[src/rtl/spi_segment_sequencer_if.sv]
// Table, engine handshake and SPI bus signals of the segment sequencer.
// The sequencer drives the master modport; the table and engines sit on the slave side.
interface spi_segment_sequencer_if #(
    parameter int COORD_W = 9,
    parameter int IDX_W   = 4
);
    logic [IDX_W-1:0]     o_seg_addr;
    logic [4*COORD_W-1:0] i_seg_data;
    logic [COORD_W-1:0]   o_x1, o_y1, o_x2, o_y2;
    logic                 o_vert_start, o_line_start, o_line2_start;
    logic                 i_vert_done, i_line_done, i_line2_done;
    logic                 i_vert_mosi, i_vert_dc, i_vert_cs;
    logic                 i_line_mosi, i_line_dc, i_line_cs;
    logic                 i_line2_mosi, i_line2_dc, i_line2_cs;
    logic                 o_mosi, o_dc, o_cs;

    modport master (
        output o_seg_addr, o_x1, o_y1, o_x2, o_y2,
        output o_vert_start, o_line_start, o_line2_start,
        output o_mosi, o_dc, o_cs,
        input  i_seg_data, i_vert_done, i_line_done, i_line2_done,
        input  i_vert_mosi, i_vert_dc, i_vert_cs,
        input  i_line_mosi, i_line_dc, i_line_cs,
        input  i_line2_mosi, i_line2_dc, i_line2_cs
    );

    modport slave (
        input  o_seg_addr, o_x1, o_y1, o_x2, o_y2,
        input  o_vert_start, o_line_start, o_line2_start,
        input  o_mosi, o_dc, o_cs,
        output i_seg_data, i_vert_done, i_line_done, i_line2_done,
        output i_vert_mosi, i_vert_dc, i_vert_cs,
        output i_line_mosi, i_line_dc, i_line_cs,
        output i_line2_mosi, i_line2_dc, i_line2_cs
    );
endinterface

[src/rtl/spi_segment_sequencer.sv]
// Draw-list sequencer: fetches segments, classifies/normalises them, dispatches
// each to the vertical/line/line2 engine and muxes that engine onto the SPI bus.
module spi_segment_sequencer #(
    parameter int COORD_W = 9,
    parameter int MAX_SEG = 16,
    parameter int IDX_W   = 4
) (
    input  logic                 i_clk,
    input  logic                 i_rst,
    input  logic                 i_start,
    input  logic [IDX_W:0]       i_seg_count,
    input  logic                 i_loop,
    input  logic                 i_abort,
    output logic                 o_busy,
    output logic [IDX_W-1:0]     o_seg_idx,
    output logic                 o_done,
    output logic                 o_aborted,
    spi_segment_sequencer_if.master bus
);
    typedef enum logic [1:0] {IDLE, FETCH, DECODE, WAIT} state_t;
    typedef enum logic [1:0] {SEL_VERT, SEL_LINE, SEL_LINE2} sel_t;

    localparam logic [IDX_W:0] MAX_CNT = (IDX_W+1)'(MAX_SEG);

    state_t             state, state_nxt;
    sel_t               sel, nsel;
    logic [IDX_W-1:0]   idx;
    logic [IDX_W:0]     count, start_count, idx_inc;
    logic               loop_r, abort_pending, abort_now, sel_done, last_seg;
    logic               vert_start, line_start, line2_start;
    logic [COORD_W-1:0] sx1, sy1, sx2, sy2;
    logic [COORD_W-1:0] nx1, ny1, nx2, ny2;
    logic [COORD_W-1:0] x1, y1, x2, y2;

    assign start_count = (i_seg_count > MAX_CNT) ? MAX_CNT : i_seg_count;
    assign idx_inc     = {1'b0, idx} + (IDX_W+1)'(1);
    assign last_seg    = (idx_inc >= count);
    // A done coinciding with a fresh abort request still ends the run as aborted.
    assign abort_now   = abort_pending | i_abort;

    assign {sx1, sy1, sx2, sy2} = bus.i_seg_data;

    always_comb begin
        nx1  = sx1;
        ny1  = sy1;
        nx2  = sx2;
        ny2  = sy2;
        nsel = SEL_LINE;
        if (sx1 == sx2) begin
            nsel = SEL_VERT;
            if (sy1 > sy2) begin
                ny1 = sy2;
                ny2 = sy1;
            end
        end else begin
            if (sx1 > sx2) begin
                nx1 = sx2;
                ny1 = sy2;
                nx2 = sx1;
                ny2 = sy1;
            end
            nsel = (ny2 >= ny1) ? SEL_LINE : SEL_LINE2;
        end
    end

    always_comb begin
        unique case (sel)
            SEL_VERT:  sel_done = bus.i_vert_done;
            SEL_LINE:  sel_done = bus.i_line_done;
            SEL_LINE2: sel_done = bus.i_line2_done;
            default:   sel_done = 1'b0;
        endcase
    end

    always_ff @(posedge i_clk or posedge i_rst) begin
        if (i_rst) state <= IDLE;
        else       state <= state_nxt;
    end

    always_comb begin
        state_nxt = state;
        unique case (state)
            IDLE:    if (i_start && start_count != '0) state_nxt = FETCH;
            FETCH:   state_nxt = DECODE;
            DECODE:  state_nxt = WAIT;
            WAIT: begin
                if (sel_done) begin
                    if (abort_now)              state_nxt = IDLE;
                    else if (!last_seg || loop_r) state_nxt = FETCH;
                    else                        state_nxt = IDLE;
                end
            end
            default: state_nxt = IDLE;
        endcase
    end

    always_comb begin
        o_busy     = (state != IDLE);
        bus.o_mosi = 1'b0;
        bus.o_dc   = 1'b0;
        bus.o_cs   = 1'b1;
        if (state == WAIT) begin
            unique case (sel)
                SEL_VERT:  {bus.o_mosi, bus.o_dc, bus.o_cs} = {bus.i_vert_mosi, bus.i_vert_dc, bus.i_vert_cs};
                SEL_LINE:  {bus.o_mosi, bus.o_dc, bus.o_cs} = {bus.i_line_mosi, bus.i_line_dc, bus.i_line_cs};
                SEL_LINE2: {bus.o_mosi, bus.o_dc, bus.o_cs} = {bus.i_line2_mosi, bus.i_line2_dc, bus.i_line2_cs};
                default:   {bus.o_mosi, bus.o_dc, bus.o_cs} = 3'b001;
            endcase
        end
    end

    always_ff @(posedge i_clk or posedge i_rst) begin
        if (i_rst) begin
            idx           <= '0;
            count         <= '0;
            loop_r        <= 1'b0;
            abort_pending <= 1'b0;
            sel           <= SEL_VERT;
            {x1, y1, x2, y2} <= '0;
            vert_start    <= 1'b0;
            line_start    <= 1'b0;
            line2_start   <= 1'b0;
            o_done        <= 1'b0;
            o_aborted     <= 1'b0;
        end else begin
            vert_start  <= 1'b0;
            line_start  <= 1'b0;
            line2_start <= 1'b0;
            o_done      <= 1'b0;
            o_aborted   <= 1'b0;
            if (state != IDLE && i_abort) abort_pending <= 1'b1;
            unique case (state)
                IDLE: begin
                    idx           <= '0;
                    abort_pending <= 1'b0;
                    if (i_start) begin
                        count  <= start_count;
                        loop_r <= i_loop;
                        o_done <= (start_count == '0);
                    end
                end
                FETCH: ;
                DECODE: begin
                    {x1, y1, x2, y2} <= {nx1, ny1, nx2, ny2};
                    sel         <= nsel;
                    vert_start  <= (nsel == SEL_VERT);
                    line_start  <= (nsel == SEL_LINE);
                    line2_start <= (nsel == SEL_LINE2);
                end
                WAIT: begin
                    if (sel_done) begin
                        if (abort_now) begin
                            o_aborted <= 1'b1;
                            idx       <= '0;
                        end else if (!last_seg) begin
                            idx <= idx_inc[IDX_W-1:0];
                        end else if (loop_r) begin
                            idx <= '0;
                        end else begin
                            o_done <= 1'b1;
                            idx    <= '0;
                        end
                    end
                end
                default: ;
            endcase
        end
    end

    assign bus.o_seg_addr    = idx;
    assign o_seg_idx         = idx;
    assign bus.o_x1          = x1;
    assign bus.o_y1          = y1;
    assign bus.o_x2          = x2;
    assign bus.o_y2          = y2;
    assign bus.o_vert_start  = vert_start;
    assign bus.o_line_start  = line_start;
    assign bus.o_line2_start = line2_start;
endmodule

[src/flat_wrapper.sv]
// flat-port wrapper written by rule: the top's interface ports become plain ports
module spi_segment_sequencer_flat 
#(
    parameter int COORD_W = 9,
    parameter int MAX_SEG = 16,
    parameter int IDX_W   = 4
)
  (i_clk, i_rst, i_start, i_seg_count, i_loop, i_abort, o_busy, o_seg_idx, o_done, o_aborted, bus_o_seg_addr, bus_o_x1, bus_o_y1, bus_o_x2, bus_o_y2, bus_o_vert_start, bus_o_line_start, bus_o_line2_start, bus_o_mosi, bus_o_dc, bus_o_cs, bus_i_seg_data, bus_i_vert_done, bus_i_line_done, bus_i_line2_done, bus_i_vert_mosi, bus_i_vert_dc, bus_i_vert_cs, bus_i_line_mosi, bus_i_line_dc, bus_i_line_cs, bus_i_line2_mosi, bus_i_line2_dc, bus_i_line2_cs);
  spi_segment_sequencer_if #(.COORD_W(COORD_W), .IDX_W(IDX_W)) bus_i ();
  input  logic i_clk;
  input  logic i_rst;
  input  logic i_start;
  input  logic [IDX_W:0] i_seg_count;
  input  logic i_loop;
  input  logic i_abort;
  output logic o_busy;
  output logic [IDX_W-1:0] o_seg_idx;
  output logic o_done;
  output logic o_aborted;
  output wire logic [$bits(bus_i.o_seg_addr)-1:0] bus_o_seg_addr;
  output wire logic [$bits(bus_i.o_x1)-1:0] bus_o_x1;
  output wire logic [$bits(bus_i.o_y1)-1:0] bus_o_y1;
  output wire logic [$bits(bus_i.o_x2)-1:0] bus_o_x2;
  output wire logic [$bits(bus_i.o_y2)-1:0] bus_o_y2;
  output wire logic [$bits(bus_i.o_vert_start)-1:0] bus_o_vert_start;
  output wire logic [$bits(bus_i.o_line_start)-1:0] bus_o_line_start;
  output wire logic [$bits(bus_i.o_line2_start)-1:0] bus_o_line2_start;
  output wire logic [$bits(bus_i.o_mosi)-1:0] bus_o_mosi;
  output wire logic [$bits(bus_i.o_dc)-1:0] bus_o_dc;
  output wire logic [$bits(bus_i.o_cs)-1:0] bus_o_cs;
  input wire logic [$bits(bus_i.i_seg_data)-1:0] bus_i_seg_data;
  input wire logic [$bits(bus_i.i_vert_done)-1:0] bus_i_vert_done;
  input wire logic [$bits(bus_i.i_line_done)-1:0] bus_i_line_done;
  input wire logic [$bits(bus_i.i_line2_done)-1:0] bus_i_line2_done;
  input wire logic [$bits(bus_i.i_vert_mosi)-1:0] bus_i_vert_mosi;
  input wire logic [$bits(bus_i.i_vert_dc)-1:0] bus_i_vert_dc;
  input wire logic [$bits(bus_i.i_vert_cs)-1:0] bus_i_vert_cs;
  input wire logic [$bits(bus_i.i_line_mosi)-1:0] bus_i_line_mosi;
  input wire logic [$bits(bus_i.i_line_dc)-1:0] bus_i_line_dc;
  input wire logic [$bits(bus_i.i_line_cs)-1:0] bus_i_line_cs;
  input wire logic [$bits(bus_i.i_line2_mosi)-1:0] bus_i_line2_mosi;
  input wire logic [$bits(bus_i.i_line2_dc)-1:0] bus_i_line2_dc;
  input wire logic [$bits(bus_i.i_line2_cs)-1:0] bus_i_line2_cs;
  assign bus_o_seg_addr = bus_i.o_seg_addr;
  assign bus_o_x1 = bus_i.o_x1;
  assign bus_o_y1 = bus_i.o_y1;
  assign bus_o_x2 = bus_i.o_x2;
  assign bus_o_y2 = bus_i.o_y2;
  assign bus_o_vert_start = bus_i.o_vert_start;
  assign bus_o_line_start = bus_i.o_line_start;
  assign bus_o_line2_start = bus_i.o_line2_start;
  assign bus_o_mosi = bus_i.o_mosi;
  assign bus_o_dc = bus_i.o_dc;
  assign bus_o_cs = bus_i.o_cs;
  assign bus_i.i_seg_data = bus_i_seg_data;
  assign bus_i.i_vert_done = bus_i_vert_done;
  assign bus_i.i_line_done = bus_i_line_done;
  assign bus_i.i_line2_done = bus_i_line2_done;
  assign bus_i.i_vert_mosi = bus_i_vert_mosi;
  assign bus_i.i_vert_dc = bus_i_vert_dc;
  assign bus_i.i_vert_cs = bus_i_vert_cs;
  assign bus_i.i_line_mosi = bus_i_line_mosi;
  assign bus_i.i_line_dc = bus_i_line_dc;
  assign bus_i.i_line_cs = bus_i_line_cs;
  assign bus_i.i_line2_mosi = bus_i_line2_mosi;
  assign bus_i.i_line2_dc = bus_i_line2_dc;
  assign bus_i.i_line2_cs = bus_i_line2_cs;
  spi_segment_sequencer #(.COORD_W(COORD_W), .MAX_SEG(MAX_SEG), .IDX_W(IDX_W)) u_core (.i_clk(i_clk), .i_rst(i_rst), .i_start(i_start), .i_seg_count(i_seg_count), .i_loop(i_loop), .i_abort(i_abort), .o_busy(o_busy), .o_seg_idx(o_seg_idx), .o_done(o_done), .o_aborted(o_aborted), .bus(bus_i));
endmodule
[config.mk]
export PLATFORM = sky130hd
export DESIGN_NAME = spi_segment_sequencer_flat
export DESIGN_NICKNAME = d
export VERILOG_FILES = /design/src/rtl/spi_segment_sequencer_if.sv /design/src/rtl/spi_segment_sequencer.sv /design/src/flat_wrapper.sv
export SDC_FILE = /design/constraint.sdc
export NUM_CORES = 1
export LEC_CHECK = 0
export ABC_AREA = 1
export CORE_ASPECT_RATIO = 0.6
export CORE_MARGIN = 1.5
export CORE_UTILIZATION = 48
export DETAILED_ROUTE_END_ITERATION = 7
export PLACE_DENSITY = 0.84
export RECOVER_POWER = 25
export SLEW_MARGIN = 20
export SYNTH_ARGS = -nofsm -noshare
export SYNTH_HDL_FRONTEND = slang
export SYNTH_SLANG_ARGS = --single-unit
[constraint.sdc]
create_clock -name i_clk -period 2.4 [get_ports i_clk]
set_clock_uncertainty 0.15 [all_clocks]
set_input_delay 0.48 -clock i_clk [delete_from_list [all_inputs] [get_ports i_clk]]
set_output_delay 0.48 -clock i_clk [all_outputs]
set_load 0.005 [all_outputs]
Word level (Yosys, flattened, before mapping)

Cells that the tools add are included.

Register bits after elaboration: 56
Output and inout bits: 53
Word-level logic and storage cells: 92

Add/sub/neg operators: 1
$lt $le $gt $ge: 5
Equal/unequal tests: 10
Mux-type cells: 45
Bitwise gates (word level): 1
Reductions and logical operators: 15

Operators with widths:

| operator                                              | number |
|---|---|
| two-way mux 9 bit                                     | 12 |
| greater-than comparator 9 bit                         | 2 |
| two-way mux 1 bit                                     | 17 |
| two-way mux 4 bit                                     | 3 |
| case mux 1 bit (3 select lines)                       | 4 |
| two-way mux 2 bit                                     | 5 |
| equality test 9 bit                                   | 1 |
| >= comparator 9 bit                                   | 1 |
| equality test 2 bit (second input constant)           | 4 |
| case mux 2 bit (4 select lines)                       | 1 |
| case mux 4 bit (2 select lines)                       | 1 |
| equality test 2 x 1 -> 1 bit (second input constant)  | 3 |
| zero test 2 bit                                       | 3 |
| AND reduction 2 bit                                   | 3 |
| nonzero test 2 bit                                    | 3 |
| adder 4 x 1 -> 5 bit (second input constant)          | 1 |
| >= comparator 5 bit                                   | 1 |
| greater-than comparator 5 bit (second input constant) | 1 |
| zero test 5 bit                                       | 1 |
| two-way mux 5 bit                                     | 1 |
| nonzero test 5 bit                                    | 1 |
| != test 2 x 1 -> 1 bit (second input constant)        | 2 |
| logical AND 1 bit                                     | 2 |
| case mux 1 bit (2 select lines)                       | 1 |
| other kinds (3)                                       | 3 |

Longest topological paths before layout

Depth in word-level cells: 8
Gate-level depth with buffers: 20
Mapped depth without buffers: 19

Worst setup path after synthesis

Ideal clock, no wire load.

Kind: input port to flip-flop
Start: input bus_i_seg_data[17]
End: register u_core.sel[0]
Data arrival time: 2.004 ns
Data required time: 2.131 ns
Setup slack: 0.127 ns
Stages on the path: 16
Path buffers: 1
Path through: inv_1 > ha_1 > a21o_1 > nor2_2 > nand3_2 > nand2_4 > buf_6 > nand2_1 > nand2_1 > nor2_1 > nor2_1 > nand2_1 > nor2_1 > nand2_1 > nand2_1 > nand2_1

Cells in the longest elaborated chain, start to end: 6
Elaborated cells between the ends (all ways): 9

Ends and longest elaborated chain:

| element                       | RTL line                     | RTL |
|---|---|---|
| start: declaration            | flat_wrapper.sv:31           | `input wire logic [$bits(bus_i.i_seg_data)-1:0] bus_i_seg_data;` |
| greater-than comparator 9 bit | spi_segment_sequencer.sv:56  | `if (sx1 > sx2) begin` |
| two-way mux 9 bit             | spi_segment_sequencer.sv:56  |  |
| two-way mux 9 bit             | spi_segment_sequencer.sv:49  | `if (sx1 == sx2) begin` |
| >= comparator 9 bit           | spi_segment_sequencer.sv:62  | `nsel = (ny2 >= ny1) ? SEL_LINE : SEL_LINE2;` |
| two-way mux 2 bit             | spi_segment_sequencer.sv:62  |  |
| two-way mux 2 bit *           | spi_segment_sequencer.sv:49  |  |
| end signal: assignment        | spi_segment_sequencer.sv:145 | `sel <= nsel;` |
| end: declaration              | spi_segment_sequencer.sv:26  | `sel_t sel, nsel;` |

Every way passes the cells marked *; elsewhere a longest branch is shown, timed or not. The select of a mux whose other input is x is not followed.
A chain may end at the register's enable or synchronous reset.

Final worst setup path

Start: input bus_i_seg_data[13]
End: register u_core.sel[1]

Same word-level chain as after synthesis.

==> reports/qor.txt <==
initial antenna violation count: 0
Top delay family on crit path: simple AND/OR/NAND/NOR gates
CP Cell Sequence: buf_6 -> inv_4 -> ha_4 -> nand2_4 -> nor2_4 -> nand3b_1 -> nand3_4 -> buf_12 -> nand2_8 -> o21ai_4 -> nand2_2 -> nand2_1 -> nand2_1 -> nand2_1 -> nand2_2 -> nand3_1 -> nand2_1
chip height: 71.63 um
Mean Syn Cell Area: 7.176 sq um
combinational family with the most area after synthesis: simple AND/OR/NAND/NOR gates
CTS tree: built
Diodes inserted: 0
Setup WS post-layout: -0.4391 ns
cell repeated most along the worst path: nand2_1
Seq pwr share: 28.5%
first-pass GRT wire length: 22.47 mm
Final min period: 2.839 ns
DRC violation count after routing: 0
Clock Tree Buf Depth: 2
Clock power frac: 13.4%
CTS buffer count: 5
Synth Register Bits: 56
Avg WL per Cell: 23.92 um
Startpoint Class: input pin
GRT Total Usage: 34.22%
Sw Ratio: 43.74%
Clock Latency Late Sink: 0.32 ns
finished layout cell area: 0.006494 sq mm
Reg2Reg Depth: 6
clk slew on worst S/H paths: 0.07 ns
Slew @ Worst Pin: 1.465 ns
Syn Std Cell Area: 0.003767 sq mm
maxcap violations: 0
CTS Root Cell: clkbuf_16
RSZ-0062 raised after global routing: yes
mux share of post-synthesis cell area: 0%
# setup viols final: 28
Power Density: 919.6 mW/mm^2
vias in the first global route: 4720
pin count of the biggest net entering global routing: 57
Synth Area in XOR/XNOR: 0.4650%
Max H-tree Level: 2
Initial Utilization: 50.79%
proportion of layout cells with a drive suffix above 1: 33.33%
vias: 5389
Die ar.: 0.008407 sq mm
RePlAce Congestion: 0.9329
Rel. slew slack: 2.360%
Syn Inst Count: 525
Yosys cell types: 29
register area share after synthesis: 37.20%
area leader, netlist: dfrtp_1
Worst setup EP type: register
Worst Hold Class: reg2reg
Die Width: 117.4 um
Logic pwr share: 58.0%
core box area: 0.007417 sq mm
setup_tns: -2.398 ns
WHS Path Cells: 2
worst endpoint required time: 2.40 ns
Fin. Hold Viols: 0
failing checks: negative setup slack
Final ANT Viol Nets: 0
Detailed Route Iter0 Violations: 636
Sw Pwr: 2.612 mW
Max Slew Vio Count: 0
top cells by area, synth: dfrtp_1, nand2_1, ha_1, o21ai_0, inv_1
Via-to-Cell Ratio: 6.540
peak supply drop: 525.6 uV
Layout area overhead: 72.37%
RR Endpoint: u_core.bus.o_y2[0]
CP Class: in2reg
simple-gate portion of the synthesized area: 28.99%
CP endpoint: u_core.sel[1]
final hold slack: 0.3587 ns
yosys warns: 0
clock sink count: 56
Area after DPL: 0.005418 sq mm
WP buf/inv: 3
achievable frequency: 352.2 MHz
Critical Path AT: 2.84 ns
row cnt: 24
grt total ovfl: 0
Leak: 3.142 nW
reg2reg setup slack: 0.14 ns
compound-gate portion of the synthesized area: 14.65%
Synth Area in Adders: 8.967%
slowest CP cell: ha_4
total wire length: 19.71 mm
fillers: 338
I/O Pins: 111
final period utilization: 118.3%
worst reg2reg startpoint: u_core.state[0]
post-DP HPWL: 9.140 mm
crit-path max cell delay: 0.29 ns
syn nets: 610
critical path depth in cells: 17
crit-path max FO: 7
Port Buf Inserts: 110
top cell type's share of synthesized area: 37.20%
Post-layout nets: 804
Crit. Startpoint: bus_i_seg_data[13]
status: complete, but fails checks
Final Power: 5.971 mW
P_int: 3.360 mW
Post-Place Worst Slack: -0.7719 ns
TritonRoute pass-1 iters: 6
worst reg2reg max path: cells and delay by family (launching register included):
kind	cells	cell delay, ns
adder cells (fa/ha/maj)	1	0.22
buffers and inverters	3	0.96
AO/OA/AOI/OAI	1	0.18
AND/OR/NAND/NOR	1	0.19
flip-flops	1	0.43
worst min path at each step:
stage                          from  slack (ns)                   end
6_report         u_core.bus.o_x2[2]        0.36    u_core.bus.o_x2[2]
5_1_grt          u_core.bus.o_x1[3]        0.38    u_core.bus.o_x1[3]
2_1_floorplan         u_core.loop_r        0.30         u_core.loop_r
3_5_place_dp     u_core.bus.o_x2[1]        0.32    u_core.bus.o_x2[1]
4_1_cts          u_core.bus.o_x2[1]        0.34    u_core.bus.o_x2[1]
3_3_place_gp   u_core.abort_pending        0.32  u_core.abort_pending
timing repair:
item,4_1_cts,5_1_grt
hold buffers,0,0
resized for setup,103,155
pin swaps,20,58
setup buffers,7,16
endpoints found under the setup margin,42,44
cloned,4,1
per-stage QoR:
stage               utilization (%)  cells
finish                        87.55    824
global route                  87.55    824
CTS                           81.16    808
detailed placement            73.04    789
global placement              73.04    789
floorplan                         -    525
placed cells by master, fill, tap and decap left out, drive strengths merged:
master	synthesis	routed
nand2	151	154
buf	14	105
clkdlybuf4s50	0	76
inv	62	62
o21ai	61	61
dfrtp	56	56
nor2	52	52
nand3	44	44
ha	27	27
o211ai	17	17
clkbuf	8	14
dlymetal6s2s	0	12
a21oi	12	12
nand4	4	4
nand3b	3	3
dlygate4sd2	0	3
nor3	3	3
clkinv	0	3
a21o	2	2
o22ai	2	2
xor2	2	2
a211oi	1	1
nor4	1	1
o221ai	1	1
a21boi	1	1
o21a	1	1
clkdlybuf4s15	0	1
final cells by class:
cell class	instances	area, sq um	share of cell area [%]
timing repair inverter	1	8.758	0.1349
clock buffer	6	138.9	2.139
inverter	62	255.2	3.931
sequential	56	1405	21.64
timing repair buffer	205	1901	29.27
multi-input combinational	388	2641	40.67
tap	104	130.1	2.004
clock inverter	2	13.76	0.2119
flip-flops by register name, indices dropped and copies added (netlist names), 2 cells and up:
register,flops
u_core.bus.o_x2,9
u_core.count,5
u_core.state,2
u_core.sel,2
u_core.bus.o_y1,9
u_core.bus.o_y2,9
u_core.bus.o_x1,9
u_core.bus.o_seg_addr,4
logic make-up after synthesis:
group	count (synthesis)
DFF	56
adders and majority gates	27
AOI/OAI and AO/OA	98
and+or+nand+nor	258
xor gates and xnor gates	2
buffers and inverters	84
routing by layer:
metal	share of wire, %	global-route usage, %	vias to the layer above
met5	0	0	-
met4	9.6	19.89	0
met3	13	7.086	227
met2	43	59.22	580
met1	34	40.48	2463
li1	-	-	2119
Yosys cell counts (all sizes together):
cell type and number:
a211oi 1, a21boi 1, a21o 2, a21oi 12
buf 14, clkbuf 8, dfrtp 56, ha 27
inv 62, nand2 151, nand3 44, nand3b 3
nand4 4, nor2 52, nor3 3, nor4 1
o211ai 17, o21a 1, o21ai 61, o221ai 1
o22ai 2, xor2 2
power groups by stage:
stage                     Sequential, mW  Combinational [mW]  Clock [mW]
after global placement              1.61                2.60           0
after global routing                1.73                3.64       0.838
after detailed placement            1.64                2.70           0
after floorplan                     1.62                1.29           0
final                               1.70                3.47       0.802
after CTS                           1.63                2.88       0.779
Power figures use the tool's default switching activity.
